File: config.mk
export PLATFORM = sky130hd
export DESIGN_NAME = prog_mem
export DESIGN_NICKNAME = d
export VERILOG_FILES = /design/src/rtl/prog_mem.sv
export SDC_FILE = /design/constraint.sdc
export NUM_CORES = 2
export LEC_CHECK = 0
export ABC_CLOCK_PERIOD_IN_PS = 7300
export CORE_MARGIN = 5
export CORE_UTILIZATION = 35
export CTS_CLUSTER_SIZE = 24
export DETAILED_ROUTE_END_ITERATION = 16
export GPL_TIMING_DRIVEN = 0
export PLACE_DENSITY_LB_ADDON = 0.2
export SKIP_CTS_REPAIR_TIMING = 1
export SYNTH_ARGS = -nofsm -noshare
export SYNTH_HDL_FRONTEND = slang
export SYNTH_SLANG_ARGS = --single-unit
export TNS_END_PERCENT = 5
File: constraint.sdc
create_clock -name clk -period 7.3 [get_ports clk]
set_input_delay 0.73 -clock clk [delete_from_list [all_inputs] [get_ports clk]]
set_output_delay 0.73 -clock clk [all_outputs]
set_load 0.01 [all_outputs]
File: src/rtl/prog_mem.sv
// ---------------------------------------------------------------------------
// prog_mem -- single-port program memory with a fetch port and a bulk loader.
//
// Purpose
//   Holds D = 2**ADDR_W words of W = OP_W+ARG_W bits. A fetch reads one word
//   with a latency of one cycle. A load writes load_len consecutive words
//   starting at load_base, wrapping modulo D, through a valid/ready handshake.
//   Fetches are serviced only while the loader is idle.
//
// Handshake (load port)
//   A word is transferred on every rising edge where load_valid=1 and
//   load_ready=1. load_ready is high for the whole LOAD state and low
//   otherwise, so the producer may present data at any pace; load_data is
//   only sampled on transfer cycles.
//
// Ports
//   clk, rst_n        clock, asynchronous active-low reset
//   fetch_req/addr    read request and word address (taken only in IDLE)
//   fetch_valid       one-cycle qualifier for fetch_op/fetch_arg
//   fetch_op/arg      upper OP_W / lower ARG_W bits of the read word; held
//                     at the last read value while fetch_valid=0
//   load_start/base/len  start a load (taken only in IDLE)
//   load_valid/data/ready  write-data handshake
//   load_busy         high in LOAD and DONE
//   load_done         one-cycle pulse in DONE
//   par_err           (PROG_MEM_PARITY_EN only) parity mismatch on the word
//                     presented with fetch_valid
//   dbg_state         current FSM state (0=IDLE, 1=LOAD, 2=DONE)
//
// Configuration
//   PROG_MEM_PARITY_EN  when defined, stores an even-parity bit per word and
//                       adds the par_err output. Undefined by default.
// ---------------------------------------------------------------------------
module prog_mem #(
    parameter int OP_W   = 4,
    parameter int ARG_W  = 8,
    parameter int ADDR_W = 8
) (
    input  logic                  clk,
    input  logic                  rst_n,
    input  logic                  fetch_req,
    input  logic [ADDR_W-1:0]     fetch_addr,
    output logic                  fetch_valid,
    output logic [OP_W-1:0]       fetch_op,
    output logic [ARG_W-1:0]      fetch_arg,
    input  logic                  load_start,
    input  logic [ADDR_W-1:0]     load_base,
    input  logic [ADDR_W:0]       load_len,
    input  logic                  load_valid,
    input  logic [OP_W+ARG_W-1:0] load_data,
    output logic                  load_ready,
    output logic                  load_busy,
    output logic                  load_done,
`ifdef PROG_MEM_PARITY_EN
    output logic                  par_err,
`endif
    output logic [1:0]            dbg_state
);

    localparam int W = OP_W + ARG_W;
    localparam int D = 1 << ADDR_W;

    localparam logic [1:0] ST_IDLE = 2'd0;
    localparam logic [1:0] ST_LOAD = 2'd1;
    localparam logic [1:0] ST_DONE = 2'd2;

    logic [1:0]        r_state;
    logic [ADDR_W-1:0] r_ptr;
    logic [ADDR_W:0]   r_cnt;
    logic              r_fetch_valid;
    logic [W-1:0]      r_fetch_word;
    logic [W-1:0]      r_mem [0:D-1];

    logic              w_fetch_acc;
    logic              w_wr_en;

    // Fetches are only serviced while the loader is idle; this also keeps
    // reads and writes from ever touching the array in the same cycle.
    assign w_fetch_acc = fetch_req && (r_state == ST_IDLE);
    assign w_wr_en     = (r_state == ST_LOAD) && load_valid;

    // -----------------------------------------------------------------------
    // Loader FSM: pointer and remaining-count bookkeeping
    // -----------------------------------------------------------------------
    always_ff @(posedge clk or negedge rst_n) begin
        if (!rst_n) begin
            r_state <= ST_IDLE;
            r_ptr   <= '0;
            r_cnt   <= '0;
        end else begin
            case (r_state)
                ST_IDLE: begin
                    if (load_start) begin
                        r_ptr <= load_base;
                        r_cnt <= load_len;
                        // A zero-length load still reports completion.
                        r_state <= (load_len != '0) ? ST_LOAD : ST_DONE;
                    end
                end
                ST_LOAD: begin
                    if (load_valid) begin
                        // Pointer is ADDR_W bits wide, so D-1 rolls to 0 and
                        // loads longer than D overwrite their own early words.
                        r_ptr <= r_ptr + 1'b1;
                        r_cnt <= r_cnt - 1'b1;
                        if (r_cnt == {{ADDR_W{1'b0}}, 1'b1}) begin
                            r_state <= ST_DONE;
                        end
                    end
                end
                ST_DONE: begin
                    r_state <= ST_IDLE;
                end
                default: begin
                    r_state <= ST_IDLE;
                end
            endcase
        end
    end

    // -----------------------------------------------------------------------
    // Storage array: deliberately not reset so contents survive a reset
    // that interrupts a load.
    // -----------------------------------------------------------------------
    always_ff @(posedge clk) begin
        if (w_wr_en) begin
            r_mem[r_ptr] <= load_data;
        end
    end

`ifdef PROG_MEM_PARITY_EN
    logic r_par [0:D-1];
    logic r_par_err;
    logic w_par_bad;

    // Even parity: the stored bit makes the total count of ones even.
    always_ff @(posedge clk) begin
        if (w_wr_en) begin
            r_par[r_ptr] <= ^load_data;
        end
    end

    assign w_par_bad = (^r_mem[fetch_addr]) ^ r_par[fetch_addr];

    always_ff @(posedge clk or negedge rst_n) begin
        if (!rst_n) begin
            r_par_err <= 1'b0;
        end else begin
            // Only meaningful alongside fetch_valid, zero otherwise.
            r_par_err <= w_fetch_acc && w_par_bad;
        end
    end

    assign par_err = r_par_err;
`endif

    // -----------------------------------------------------------------------
    // Fetch path: one-cycle latency, data held between reads
    // -----------------------------------------------------------------------
    always_ff @(posedge clk or negedge rst_n) begin
        if (!rst_n) begin
            r_fetch_valid <= 1'b0;
            r_fetch_word  <= '0;
        end else begin
            r_fetch_valid <= w_fetch_acc;
            if (w_fetch_acc) begin
                r_fetch_word <= r_mem[fetch_addr];
            end
        end
    end

    assign fetch_valid = r_fetch_valid;
    assign fetch_op    = r_fetch_word[W-1:ARG_W];
    assign fetch_arg   = r_fetch_word[ARG_W-1:0];

    assign load_ready  = (r_state == ST_LOAD);
    assign load_busy   = (r_state == ST_LOAD) || (r_state == ST_DONE);
    assign load_done   = (r_state == ST_DONE);
    assign dbg_state   = r_state;

endmodule

==> results.md <==
- Netlist cell types: 83
- Clk sinks: 3,104
- GRT Total Usage: 25.6%
- Hold Slack: 0.0872 ns
- Final Hold Fails: 0
- Startpoint Class: primary input
- Max clock buf depth: 4
- Initial antenna violation count: 46
- #FFs+latches synth: 3,104
- CP Class: in2reg
- Critical Path Fanout Max: 11
- Top_reg_cell synth: edfxtp_1
- Status: finished with violations
- Worst path required time: 8.06 ns
- Reg2reg path depth: 8
- Register area: 0.0930 mm2
- R2R Path Start: dbg_state[1]
- CP Capture Type: flop
- Setup Viol. Count Final: 0
- Io pins: 60
- Setup slack, reg-to-reg: 2.03 ns
- Clock power frac: 40.6%
- Initial DRC count: 10,500
- DRT antenna net count: 0
- Number of global-route vias before repair: 63,800
- Fraction of registers with async set/reset: 1.03%
- Int Power: 29.7 mW
- Failing checks: max-capacitance violations, max-slew violations
- P&R area growth vs syn: 15.6%
- Num rows: 216
- VDD IR-drop max: 0.224 mV
- Vias per inst: 6.00
- Detailed-route via count: 67,400
- Share of cells above drive strength 1: 23.7%
- Multi-input gate area: 0.0260 mm2
- GP Congestion: 1.04
- Slew HR: -8.42%
- Syn Nets: 5,925
- Multiplexer share of the synthesized area: 15.0%
- First-pass GRT wire length: 610 mm
- Hold-critical path depth: 1
- Hold Path Origin: load_data[10]
- Die area: 0.359 mm2
- Top cells by count, synth: edfxtp_1, mux4_2, mux2i_1
- Psw: 9.98 mW
- Gr ovfl total: 0
- Worst-Margin Slew: 1.63 ns
- Most common cell in the synthesized netlist: edfxtp_1
- Largest cells by area after synthesis: edfxtp_1, mux4_2, mux2i_1, o22ai_1, nor2_1
- H-tree levels: 5
- Sequential power share: 50.2%
- Setup_tns: 0 ns
- DRT Pass-1 Iters: 7
- Period minus WS final: 6.75 ns
- Worst skew pair latency: 0.94 ns
- Dpl ws: 0.309 ns
- RSZ-0062 raised after global routing: no
- Worst r2r dst: r_mem[64][1]
- Final Max Tran Viols: 82
- Final nets: 6,442
- Hold path endpoint: r_mem[52][10]
- WL/cell: 41.8 um
- Fin crit share: 92.4%
- Static leakage: 44.1 nW
- Adder-Cell Fraction of Synth Area: 0.0928%
- # DRC: 0
- Sw frac: 25.2%
- Clock skew: 0.0666 ns
- Sequential-to-total area share from yosys stat: 76.7%
- Area leader, netlist: edfxtp_1
- Syn Std Cell Area: 0.121 mm2
- Comb pwr share: 9.2%
- Clk root buf: clkbuf_16
- Worst-path clk slew: 0.06 ns
- Detailed Route WL: 469 mm
- Top cell type's share of synthesized area: 76.0%
- Post-synth EDFFs: 3,072
- Worst Path Arrival: 7.51 ns
- Pwr per Cell Area: 283 mW/mm2
- Maxcap violations: 11
- Simple-Gate Fraction of Synth Area: 2.11%
- Combinational family with the most area after synthesis: multiplexers
- CP Launch Point: fetch_addr[2]
- Fill cell count: 30,500
- Compound-gate portion of the synthesized area: 3.91%
- Core area: 0.346 mm2
- CTS tree: done
- Peak Freq: 148 MHz
- Final worst slack: 0.552 ns
- Die width: 599 um
- Largest net degree at the start of global routing: 137
- TritonCTS Buffers: 332
- DPL Wire Length: 318 mm
- Die Height: 599 um
- Tightest Hold Check Type: in2reg
- Average cell area after synthesis: 20.7 um2
- Initial Utilization: 35.1%
- Synth Area in XOR/XNOR: 0%
- Synthesized instance count: 5,874
- YS warnings: 0
- Number of port buffers: 56
[layout make-up]
cell class / count / share of cell area (%)
Antenna cell: 19 / 0.0339
Buffer: 361 / 1.87
Clock buffer: 430 / 6.26
Clock inverter: 143 / 0.937
Inverter: 12 / 0.0321
Multi-Input combinational cell: 2397 / 18.6
Sequential cell: 3104 / 66.3
Tap cell: 4578 / 4.08
Timing Repair Buffer: 183 / 1.87
[routing by layer]
metal | up-vias | GRT usage, % | share of wire, %
met5 | - | 0 | 0.091
met4 | 18 | 13.2 | 6.3
met3 | 851 | 6.89 | 11
met2 | 4234 | 38.1 | 44
met1 | 36600 | 34.6 | 39
li1 | 25600 | - | -
[worst max-delay path by stage]
stage	end	cells after the start
after CTS	r_fetch_word[6]	10
after global placement	r_mem[217][10]	1
after detailed placement	r_fetch_word[10]	10
after floorplan	r_mem[235][0]	8
final	r_fetch_word[10]	10
after global routing	r_fetch_word[10]	10
[cell usage in the layout, fill, tap and decap left out, types with 19 or more instances in the layout]
| cell | synthesis | layout |
|---|---|---|
| a221oi_1 | 33 | 33 |
| buf_8 | 24 | 85 |
| o21ai_0 | 63 | 63 |
| a21oi_1 | 88 | 88 |
| buf_16 | 0 | 29 |
| nor2_2 | 0 | 138 |
| buf_12 | 24 | 27 |
| clkbuf_16 | 0 | 335 |
| clkbuf_2 | 0 | 26 |
| a211oi_1 | 79 | 79 |
| nand2_1 | 139 | 139 |
| diode_2 | 0 | 19 |
| clkdlybuf4s50_1 | 0 | 43 |
| clkinv_1 | 1 | 62 |
| dfrtp_1 | 32 | 32 |
| mux2i_1 | 509 | 509 |
| buf_6 | 37 | 50 |
| edfxtp_1 | 3072 | 3072 |
| clkbuf_1 | 145 | 210 |
| nand3_1 | 47 | 47 |
| o22ai_1 | 178 | 178 |
| clkinv_2 | 0 | 40 |
| buf_2 | 55 | 61 |
| buf_4 | 59 | 85 |
| mux2_2 | 91 | 91 |
| o221ai_1 | 106 | 106 |
| mux4_2 | 529 | 529 |
| nor2_1 | 293 | 155 |
[critical path: stages]
cell and delay, ns:
clkdlybuf4s50_1 0.96, buf_6 0.34, buf_4 0.36, buf_2 0.57
buf_2 0.61, buf_1 1.04, nand2_1 0.34, a221oi_1 1.36
a41oi_1 0.66, o31ai_1 0.43
[sequential cells by signal, indices dropped and copies added, names as in the netlist]
| register | cells |
|---|---|
| r_fetch_word | 12 |
| r_mem | 3072 |
| fetch_valid | 1 |
| r_ptr | 8 |
| r_cnt | 9 |
| dbg_state | 2 |
[cell families (layout without fill, tap and decap cells)]
kind of cell / after synthesis / count (layout)
compound gates: 665 / 665
mux: 1137 / 1137
buf+inv: 373 / 1129
fa+ha+maj: 9 / 9
other cells: 0 / 19
simple gates: 586 / 586
flops: 3104 / 3104
[stage by stage]
stage / total power, mW / cells / area, um2 / utilization [%]
3_5_place_dp: 23.8 / 10600 / 130000 / 37.6
2_1_floorplan: 21.7 / 5874 / 121000 / -
3_3_place_gp: 23.9 / 10500 / 128000 / 36.9
6_report: 39.7 / 11200 / 140000 / 40.6
4_1_cts: 39.6 / 11200 / 140000 / 40.5
5_1_grt: 40.5 / 11200 / 140000 / 40.6
[power groups by stage]
stage,clock network [mW],logic [mW],registers (mW)
floorplan,0,1.51,20.2
global placement,0,3.40,20.5
detailed placement,0,3.53,20.3
CTS,16.2,3.53,19.9
global route,16.9,3.69,19.9
finish,16.1,3.66,19.9
Note: power is estimated with default switching activity, not from simulation.
